<file path="src/rtl/gpio_in_conditioner.sv">
// gpio_in_conditioner
//   Pad-side input conditioner placed directly in front of the GPIO APB block.
//   Each raw pad bit goes through a synchroniser chain and then, optionally,
//   a per-bit debouncer. The block drives the conditioned levels onto GPIO_IN
//   and produces one-cycle RISE/FALL pulses per bit plus an OR'd CHANGE strobe.
//   Everything runs in the PCLK domain.
//
// Build option
//   GPIO_COND_DEBOUNCE_EN : when defined, a new level is accepted only after
//                           DEBOUNCE_CYCLES consecutive differing samples.
//                           When undefined, no counters are built and GPIO_IN
//                           follows the synchronised pad one cycle later.
//
// Ports
//   PCLK     in   1       clock
//   PRESET   in   1       synchronous active-high reset
//   ENABLE   in   1       1 = conditioning runs, 0 = outputs frozen
//   PAD_IN   in   IO_NUM  raw asynchronous pad inputs
//   GPIO_IN  out  IO_NUM  conditioned levels
//   RISE     out  IO_NUM  one-cycle pulse, first cycle GPIO_IN[i] shows 1
//   FALL     out  IO_NUM  one-cycle pulse, first cycle GPIO_IN[i] shows 0
//   CHANGE   out  1       |(RISE|FALL), same cycle as the pulses

// One conditioned bit: synchroniser, optional debounce counter, level and
// edge-pulse registers. accept is the combinational "level updates at this
// edge" signal, exported so the top can register CHANGE in the same cycle.
module gpio_in_cond_lane #(
    parameter int SYNC_STAGES     = 2
`ifdef GPIO_COND_DEBOUNCE_EN
    ,
    parameter int DEBOUNCE_CYCLES = 16,
    parameter int CNT_W           = 5
`endif
) (
    input  logic clk,
    input  logic rst,
    input  logic en,
    input  logic pad,
    output logic level,
    output logic rise,
    output logic fall,
    output logic accept
);

    logic [SYNC_STAGES-1:0] sync_q;
    logic                   sync;

    // The chain shifts even while disabled so metastability keeps settling.
    always_ff @(posedge clk) begin
        if (rst) sync_q <= '0;
        else     sync_q <= {sync_q[SYNC_STAGES-2:0], pad};
    end

    assign sync = sync_q[SYNC_STAGES-1];

`ifdef GPIO_COND_DEBOUNCE_EN
    logic [CNT_W-1:0] cnt_q;
    logic [CNT_W-1:0] cnt_d;

    // The counter clears whenever the sample agrees with the held level, so
    // any glitch shorter than DEBOUNCE_CYCLES restarts the count. It clears
    // on acceptance too, hence it never passes DEBOUNCE_CYCLES-1.
    always_comb begin
        cnt_d  = '0;
        accept = 1'b0;
        if (en && (sync != level)) begin
            if (cnt_q == CNT_W'(DEBOUNCE_CYCLES - 1)) accept = 1'b1;
            else                                      cnt_d  = cnt_q + 1'b1;
        end
    end

    always_ff @(posedge clk) begin
        if (rst) cnt_q <= '0;
        else     cnt_q <= cnt_d;
    end
`else
    assign accept = en && (sync != level);
`endif

    // Pulses are registered with the level so they line up with the first
    // cycle GPIO_IN shows its new value; en=0 blocks accept, which both
    // freezes the level and forces the pulses low.
    always_ff @(posedge clk) begin
        if (rst) begin
            level <= 1'b0;
            rise  <= 1'b0;
            fall  <= 1'b0;
        end else begin
            rise <= accept &  sync;
            fall <= accept & ~sync;
            if (accept) level <= sync;
        end
    end

endmodule

module gpio_in_conditioner #(
    parameter int IO_NUM          = 4,
    parameter int SYNC_STAGES     = 2,
    parameter int DEBOUNCE_CYCLES = 16
) (
    input  logic              PCLK,
    input  logic              PRESET,
    input  logic              ENABLE,
    input  logic [IO_NUM-1:0] PAD_IN,
    output logic [IO_NUM-1:0] GPIO_IN,
    output logic [IO_NUM-1:0] RISE,
    output logic [IO_NUM-1:0] FALL,
    output logic              CHANGE
);

`ifdef GPIO_COND_DEBOUNCE_EN
    localparam int CNT_W = $clog2(DEBOUNCE_CYCLES + 1);
`endif

    // Elaboration-time guard on the legal parameter ranges.
    if (SYNC_STAGES < 2 || SYNC_STAGES > 4 ||
        DEBOUNCE_CYCLES < 1 || DEBOUNCE_CYCLES > 65535) begin : g_param_err
        $error("gpio_in_conditioner: parameter out of range");
    end

    logic [IO_NUM-1:0] accept;

    for (genvar i = 0; i < IO_NUM; i++) begin : g_lane
        gpio_in_cond_lane #(
            .SYNC_STAGES     (SYNC_STAGES)
`ifdef GPIO_COND_DEBOUNCE_EN
            ,
            .DEBOUNCE_CYCLES (DEBOUNCE_CYCLES),
            .CNT_W           (CNT_W)
`endif
        ) u_lane (
            .clk    (PCLK),
            .rst    (PRESET),
            .en     (ENABLE),
            .pad    (PAD_IN[i]),
            .level  (GPIO_IN[i]),
            .rise   (RISE[i]),
            .fall   (FALL[i]),
            .accept (accept[i])
        );
    end

    // Registered from the same accept terms as the per-bit pulses, so it is
    // a single cycle wide no matter how many bits change together.
    always_ff @(posedge PCLK) begin
        if (PRESET) CHANGE <= 1'b0;
        else        CHANGE <= |accept;
    end

endmodule

</file>
<file path="config.mk">
export PLATFORM = sky130hd
export DESIGN_NAME = gpio_in_conditioner
export DESIGN_NICKNAME = d
export VERILOG_FILES = /design/src/rtl/gpio_in_conditioner.sv
export SDC_FILE = /design/constraint.sdc
export NUM_CORES = 1
export LEC_CHECK = 0
export ABC_CLOCK_PERIOD_IN_PS = 800
export BUFFER_PORTS_ARGS = -buffer_cell sky130_fd_sc_hd__buf_2
export CAP_MARGIN = 10
export CORE_MARGIN = 4
export CORE_UTILIZATION = 48
export CTS_BUF_LIST = sky130_fd_sc_hd__clkbuf_4 sky130_fd_sc_hd__clkbuf_8
export CTS_CLUSTER_DIAMETER = 30
export CTS_CLUSTER_SIZE = 30
export DETAILED_ROUTE_END_ITERATION = 8
export PLACE_DENSITY = 0.76
export SYNTH_ARGS = -nofsm -noshare
export SYNTH_HDL_FRONTEND = slang
export SYNTH_SLANG_ARGS = --single-unit
</file>
<file path="constraint.sdc">
create_clock -name PCLK -period 0.8 [get_ports PCLK]
set_input_delay 0.04 -clock PCLK [delete_from_list [all_inputs] [get_ports PCLK]]
set_output_delay 0.04 -clock PCLK [all_outputs]
set_load 0.02 [all_outputs]
</file>
==> metrics.csv <==
metric;value;unit
outcome;complete, but fails checks;
failing checks;setup timing;
Max Clk Rate;1.10;GHz
critical-path maximum fanout;3;
Final HPWL DP;823;um
GP Congestion;0.729;
#FFs+latches synth;21;
RSZ-0062 raised after global routing;yes;
vias;481;
Largest stage delay, worst path;0.35;ns
fin util;0.721;
Rows;14;
clk_skew;0.00366;ns
layout cell share with drive strength beyond 1;0.670;
Worst-Skew Late Latency;0.28;ns
die height;49.0;um
clock sinks;21;
FF-to-FF Start;g_lane[3].u_lane.level;
I/O Pins;20;
critical path's slowest cell;dfxtp_2;
largest net degree at the start of global routing;13;
total gr overflow;0;
Iteration-0 DRC Markers;2;
Net Count, Synth;73;
initial antenna violation count;0;
CP required;0.76;ns
top cells by area, synth;dfxtp_1 (52%), nor3b_2 (12%), buf_4 (11%);
synthesis-to-finish area growth;37.5;%
Clock Tree Root;clkbuf_4;
leakage power;0.471;nW
vias in the first global route;482;
MaxCap Viol Count;0;
Synth top area share;0.520;
drt first pass iters;2;
reg-to-reg slack, setup;-0.08;ns
CTS tree;yes;
Clock Pin Slew Worst Setup and Hold Paths;0.11;ns
Max VDD drop;1160;uV
final WL;1.20;mm
DRT antenna net count;0;
Post-DP Area;866;um^2
endpoints failing setup;10;
share of the yosys chip area belonging to registers;0.520;
Setup TNS Final;-0.536;ns
critical path launch point;g_lane[3].u_lane.level;
initial core utilization;0.524;
final worst-path cycle share;1.13;
Worst Slack Setup Final;-0.108;ns
CP Launch Type;register;
IO buf count;19;
Chip Width;49.0;um
Critical Path End;GPIO_IN[3];
post-route cell area;0.00111;mm^2
Slew Limit Fails;0;
final hold vios;0;
Pwr Density;1620;mW/mm^2
H-tree lvl count;1;
CP Capture Type;output pin;
Wirelength per Cell;11.2;um
Setup CP Type;register to output pin;
Mapped Area;808;um^2
first-pass GRT wire length;2.04;mm
Total GRT Usage;0.108;
data arrival time at the worst-slack endpoint;0.87;ns
cts bufs inserted;3;
DRC viols;0;
Bufs on Longest Clock Path;2;
HP Class;input port to register;
core area;0.00154;mm^2
distinct cell type count after synthesis;11;
worst path cell trace;buf_6, buf_6;
routed vias/inst;4.50;
Diodes inserted;0;
Worst Max-Slew Pin Slew;0.216;ns
fin nets;99;
R2R depth;4;
post-synthesis cell count;66;
Yosys top cell by area;dfxtp_1;
synth warn;0;
Slew HR;0.855;
Post-Syn Area per Cell;12.2;um^2
die area;0.00240;mm^2
CP dominant cell by count;buf_6;
Reg-to-Reg End;g_lane[3].u_lane.level;
crit path time final;0.908;ns
-- cell type report --
cell class	instances	area (um^2)
Multi-Input combinational cell	30	285
Fill cell	102	430
Sequential cell	21	439
Clock buffer	4	30.0
Timing Repair Buffer	36	337
Tap cell	16	20.0
-- cell usage in the layout (no fill, tap or decap) --
master	instances
buf_6	19
dfxtp_2	12
nor2b_1	8
nor3b_2	8
dfxtp_1	8
buf_4	7
buf_2	6
mux2i_1	4
nor2_1	4
clkbuf_4	4
dlygate4sd3_1	4
xnor2_1	2
xnor2_2	2
nand2b_4	1
a41oi_2	1
dfxtp_4	1
-- metrics by stage --
| step | setup WS, ns | hold slack (ns) | power, mW | cells |
|---|---|---|---|---|
| floorplan | 0.0329 | 0.112 | 1.23 | 66 |
| global placement | 0.0312 | 0.247 | 1.26 | 94 |
| detailed placement | -0.0261 | 0.257 | 1.26 | 94 |
| CTS | -0.110 | 0.0849 | 1.81 | 107 |
| global route | -0.148 | 0.0806 | 1.89 | 107 |
| finish | -0.108 | 0.0861 | 1.80 | 107 |
-- kinds of logic (layout without fill, tap and decap cells) --
kind of cell / after synthesis / count (layout) / share of synthesized area
simple gates: 21 / 21 / 0.221
xor+xnor: 4 / 4 / 0.0433
flops: 21 / 21 / 0.520
buf+inv: 15 / 40 / 0.146
mux: 4 / 4 / 0.0495
compound gates: 1 / 1 / 0.0201
-- where the power goes --
part	switching (mW)	total, mW	internal, mW	leakage, nW
Clock	0.279	0.506	0.227	0.0184
Sequential	0.0195	1.10	1.08	0.178
Combinational	0.0796	0.197	0.117	0.275
Total	0.378	1.80	1.42	0.471
-- how the worst min path moves through the flow --
stage	startpoint	end	slack, ns	cells after the start
after detailed placement	PAD_IN[2]	g_lane[2].u_lane.sync_q[0]	0.26	2
after CTS	PRESET	g_lane[0].u_lane.level	0.08	3
after floorplan	PRESET	g_lane[2].u_lane.sync_q[1]	0.11	1
after global placement	PAD_IN[3]	g_lane[3].u_lane.sync_q[0]	0.25	2
final	PRESET	g_lane[0].u_lane.level	0.09	3
after global routing	PRESET	g_lane[0].u_lane.level	0.08	3
-- routing by layer --
| metal | routed length, um | share of wire | track usage | vias up |
|---|---|---|---|---|
| met5 | 0 | 0 | 0 | - |
| li1 | - | - | - | 249 |
| met3 | 69 | 0.058 | 0.0275 | 2 |
| met2 | 602 | 0.50 | 0.180 | 14 |
| met1 | 511 | 0.43 | 0.127 | 216 |
| met4 | 13 | 0.011 | 0.0538 | 0 |
-- critical path, delay by kind of cell (launching register included) --
kind / cells / cell delay, ns
DFF: 1 / 0.35
buffers and inverters: 2 / 0.23
-- flip-flops by register name, summed over array words and instances (netlist names) --
register	count
g_lane.u_lane.sync_q	8
g_lane.u_lane.rise	4
g_lane.u_lane.level	4
g_lane.u_lane.fall	4
CHANGE	1
-- cell usage after synthesis --
| library cell | number |
|---|---|
| buf_2 | 1 |
| buf_4 | 12 |
| nor2b_1 | 8 |
| mux2i_1 | 4 |
| nor2_1 | 4 |
| nor3b_2 | 8 |
| nand2b_4 | 1 |
| dfxtp_1 | 21 |
| xnor2_1 | 4 |
| a41oi_2 | 1 |
| buf_6 | 2 |
-- timing repair --
action                                 4_1_cts  5_1_grt
buffers inserted                             5        0
setup endpoints to repair                   13       23
pin swaps                                    2        2
endpoints found under the hold margin        4        0
gates resized for setup                     25       23
hold buffers                                 4        0
(Power assumes the default switching activity.)
